--- src/rtl/bitmask_scanner.sv ---
`default_nettype none
// ============================================================================
// bitmask_scanner : serialises the positions of the set bits of a WIDTH-bit
//                   mask, one index per beat, in priority order.
// Revision        : 1.0
// ============================================================================
module bitmask_scanner #(
   parameter int WIDTH     = 16,
   parameter int IDX_W     = $clog2(WIDTH),
   parameter bit MSB_FIRST = 1'b1
) (
   input  logic             clk,
   input  logic             rst_n,
   input  logic             in_val,
   output logic             in_rdy,
   input  logic [WIDTH-1:0] in_bitmask,
   output logic             out_val,
   input  logic             out_rdy,
   output logic [IDX_W-1:0] out_idx,
   output logic             out_last,
   output logic             out_zero,
   output logic [IDX_W:0]   out_cnt
);

   typedef enum logic [0:0] {
      IDLE = 1'b0,
      SCAN = 1'b1
   } state_e;

   state_e           state_q;
   logic [WIDTH-1:0] mask_q;
   logic [WIDTH-1:0] mask_d;
   logic             zero_q;
   logic [IDX_W:0]   cnt_q;

   logic [IDX_W-1:0] w_idx;
   logic [IDX_W:0]   w_popcnt;
   logic             w_single;
   logic             w_accept;
   logic             w_load;
   logic [WIDTH-1:0] w_clr;

   if (MSB_FIRST) begin : g_msb_first
      always_comb begin
         w_idx = '0;
         for (int i = 0; i < WIDTH; i++) begin
            if (mask_q[i]) w_idx = IDX_W'(i);
         end
      end
   end else begin : g_lsb_first
      always_comb begin
         w_idx = '0;
         for (int i = WIDTH - 1; i >= 0; i--) begin
            if (mask_q[i]) w_idx = IDX_W'(i);
         end
      end
   end

   always_comb begin
      w_popcnt = '0;
      for (int i = 0; i < WIDTH; i++) begin
         w_popcnt = w_popcnt + (IDX_W + 1)'(in_bitmask[i]);
      end
   end

   // x & (x-1) drops the lowest set bit; zero result means at most one bit set
   assign w_single = (mask_q != '0) &&
                     ((mask_q & (mask_q - {{(WIDTH-1){1'b0}}, 1'b1})) == '0);

   assign w_clr    = {{(WIDTH-1){1'b0}}, 1'b1} << w_idx;
   assign mask_d   = mask_q & ~w_clr;

   assign out_val  = (state_q == SCAN);
   assign out_idx  = w_idx;
   assign out_last = zero_q | w_single;
   assign out_zero = zero_q;
   assign out_cnt  = cnt_q;

   assign w_accept = out_val & out_rdy;
   // out_rdy reaches in_rdy combinationally so consecutive masks stream bubble-free
   assign in_rdy   = rst_n & ((state_q == IDLE) | (w_accept & out_last));
   assign w_load   = in_val & in_rdy;

   always_ff @(posedge clk) begin
      if (!rst_n) begin
         state_q <= IDLE;
         mask_q  <= '0;
         zero_q  <= 1'b0;
         cnt_q   <= '0;
      end else if (w_load) begin
         state_q <= SCAN;
         mask_q  <= in_bitmask;
         zero_q  <= ~|in_bitmask;
         cnt_q   <= w_popcnt;
      end else if (w_accept) begin
         mask_q <= mask_d;
         if (out_last) begin
            state_q <= IDLE;
            zero_q  <= 1'b0;
         end
      end
   end

endmodule
`default_nettype wire

--- config.mk ---
export PLATFORM = sky130hd
export DESIGN_NAME = bitmask_scanner
export DESIGN_NICKNAME = d
export VERILOG_FILES = /design/src/rtl/bitmask_scanner.sv
export SDC_FILE = /design/constraint.sdc
export NUM_CORES = 1
export LEC_CHECK = 0
export CORE_MARGIN = 5
export CORE_UTILIZATION = 50
export DETAILED_ROUTE_END_ITERATION = 10
export PLACE_DENSITY = 0.77
export SLEW_MARGIN = 10
export SYNTH_ARGS = -nofsm -noshare
export SYNTH_HDL_FRONTEND = slang
export SYNTH_SLANG_ARGS = --single-unit
export TNS_END_PERCENT = 50
--- constraint.sdc ---
create_clock -name clk -period 5.65 [get_ports clk]
set_input_delay 1.13 -clock clk [delete_from_list [all_inputs] [get_ports clk]]
set_output_delay 1.13 -clock clk [all_outputs]
set_load 0.02 [all_outputs]
==> summary.txt <==
Status -> finished clean
Net Switching -> 0.3116 mW
I/O pin cnt -> 33
Slew of the pin with the lowest slew margin -> 0.9312 ns
Pwr Density -> 328.7 nW/µm²
Die Wd -> 71.35 µm
Core ar. -> 3661 µm²
Hold Violations, Final -> 0
DR iter-0 viols -> 210
Worst EP required -> 5.85 ns
# Post-CTS Setup Buffers -> 0
Post-Place Worst Slack -> 0.6240 ns
Max transition margin -> 0.3772
Cell family with most CP delay -> adder cells
TNS Setup -> 0 ns
CTS sink cnt -> 23
Sequential element share of the synthesized area -> 0.2447
Synth top area share -> 0.2447
Seq cells post-synth -> 23
Max-cap violations -> 0
Cts repair resizes -> 0
Switching Fraction -> 0.4205
Comb power frac -> 0.570
Layout Cells excl Fill -> 295
Root Buffer -> clkbuf_8
Initial antenna violation count -> 0
Final number of setup-violating endpoints -> 0
Post-layout net count -> 284
Gr ovfl total -> 0
Row count -> 22
Global-route wire length before repair -> 8155 µm
RSZ-0062 raised after global routing -> no
Placed insts -> 291
Antenna-violating nets left -> 0
Worst-Skew Late Latency -> 0.27 ns
Setup ws final -> 0.9237 ns
H-tree levels -> 1
Worst-path clk slew -> 0.08 ns
Count leader, synth -> inv_1
Final Cycle Share -> 0.8365
Clk pwr share -> 0.140
Syn nets -> 259
VDD IR max -> 225.6 µV
Crit end category -> flip-flop
Area growth, synth to finish -> 19.81%
# DRC -> 0
CP dominant cell by count -> fa_1
Die H -> 71.35 µm
Power, Total -> 0.7411 mW
Startpoint types -> input pin
Synth cell types -> 49
1st-pass router iterations -> 4
# hold bufs at CTS -> 0
Initial Util -> 0.5140
Most frequent cells after synthesis -> 29 x inv_1, 23 x dfxtp_1, 13 x nand2_1
TritonCTS clock tree -> built
Synth Instances -> 223
Cells along the critical path -> clkdlybuf4s50_1 -> fa_1 -> inv_1 -> fa_1 -> fa_1 -> fa_1 -> inv_1 -> ha_1 -> inv_1 -> fa_1 -> inv_1 -> a21oi_1 -> or3b_1 -> a21boi_1
Synth top area cells -> dfxtp_1 24%, fa_1 11%, inv_1 5.8%
Highest-delay cell along the critical path -> fa_1
Cts bufs inserted -> 3
WL final -> 4707 µm
Clock Path Buffers -> 2
Max-slew violations -> 0
Pin count of the biggest net entering global routing -> 36
Vias per cell -> 5.800
Buffers on Ports -> 32
Final HPWL DP -> 3685 µm
Critical path buffer and inverter count -> 5
YS warnings -> 0
Top_reg_cell synth -> dfxtp_1
Total GRT Usage -> 0.1950
Worst Hold Class -> flip-flop to flip-flop
Layout cells sized above 1 -> 0.04858
Lkg Pwr -> 0.9081 nW
Max FO, Critical Path -> 3
FF/Latch Area -> 460.4 µm²
Number of inserted diodes -> 0
Min Tclk post-route -> 4.726 ns
DR vias -> 1,711
Vias in the first global route -> 1,763
Type of the worst setup path -> input pin to flip-flop
WL per Instance -> 15.96 µm
Footprint of the multi-input gates -> 1251 µm²
Placer Congestion -> 0.9323
Average size of a mapped cell -> 8.439 µm²
Critical path arrival -> 4.93 ns
Pint -> 0.4294 mW
Mapped Area -> 1882 µm²
Share of flip-flops with an asynchronous set or reset -> 0
Fillers -> 325
Sequential Power Share -> 0.290
Layout Skew -> 0.002410 ns
Die area -> 5091 µm²
Maximum clock frequency -> 211.6 MHz
Yosys top cell by area -> dfxtp_1
CP max stage delay -> 0.56 ns
EDFF count, synth -> 0
-- cell type report --
| type | count | share of cell area |
|---|---|---|
| clock buffers | 3 | 0.01831 |
| clock inverters | 1 | 0.002220 |
| inverters | 29 | 0.04828 |
| multi-input cells | 158 | 0.5549 |
| flip-flops and latches | 23 | 0.2042 |
| well taps | 48 | 0.02664 |
| repair buffers | 33 | 0.1454 |
-- state kept, by name, indices dropped and copies added, names as in the netlist --
name	count
out_val	1
mask_q	16
out_cnt	5
out_zero	1
-- through the flow --
stage               cell area [µm²]    util  hold WS (ns)
floorplan                      1882       -        0.4789
global placement               2208  0.6032        0.4460
detailed placement             2208  0.6032        0.4463
CTS                            2255  0.6159        0.4630
global route                   2255  0.6159        0.4986
finish                         2255  0.6159        0.4679
-- worst reg2reg max path: cells and delay by family, from the launching register on --
| kind | cells | cell delay (ns) |
|---|---|---|
| AO/OA/AOI/OAI | 4 | 1.23 |
| flip-flops | 1 | 0.42 |
| AND/OR/NAND/NOR | 2 | 1.19 |
-- cells in the final DEF, fill, tap and decap left out, drive strengths merged, types with 2 or more instances in the layout --
cell           count
o2111ai            2
clkdlybuf4s50     32
ha                 6
a21oi              5
or3                3
o21ai              9
nor3               2
nor2b              5
o311ai             5
and2               3
a21boi            12
nor4               9
nand3              8
dfxtp             23
o211ai             6
fa                10
a31oi              3
nand2             13
a21o               2
nor2               8
and3               3
clkbuf             3
a41oi              4
o22ai              4
inv               29
nand4              3
mux2i              5
nand2b            11
-- kinds of logic (layout without fill, tap and decap cells) --
kind of cell | after synthesis | after routing | share of synthesized area
simple gates | 72 | 72 | 0.2188
buf+inv | 42 | 66 | 0.09042
fa+ha+maj | 17 | 17 | 0.1523
compound gates | 62 | 62 | 0.2580
flops | 23 | 23 | 0.2447
mux | 5 | 5 | 0.02660
xor+xnor | 2 | 2 | 0.009310
-- power groups by stage --
stage,Combinational (mW),Sequential (mW),Clock (mW)
final,0.422,0.215,0.104
after global routing,0.471,0.219,0.111
after CTS,0.426,0.214,0.105
after detailed placement,0.423,0.217,0
after global placement,0.423,0.216,0
after floorplan,0.282,0.219,0
-- final timing paths --
check,startpoint,endpoint,slack (ns),cells past startpoint
hold / removal,out_cnt[1],out_cnt[1],0.47,2
setup / recovery,in_bitmask[0],out_cnt[4],0.92,14
setup reg to reg,mask_q[9],out_cnt[4],2.74,6
hold reg to reg,out_cnt[1],out_cnt[1],0.47,2
-- per-layer routing --
metal	GRT usage	vias up	routed length (µm)
li1	-	854	-
met1	0.2666	778	2103
met2	0.3092	66	2213
met3	0.02805	13	266
met4	0.07724	0	123
met5	0	-	0
Power figures use the tool's default switching activity.
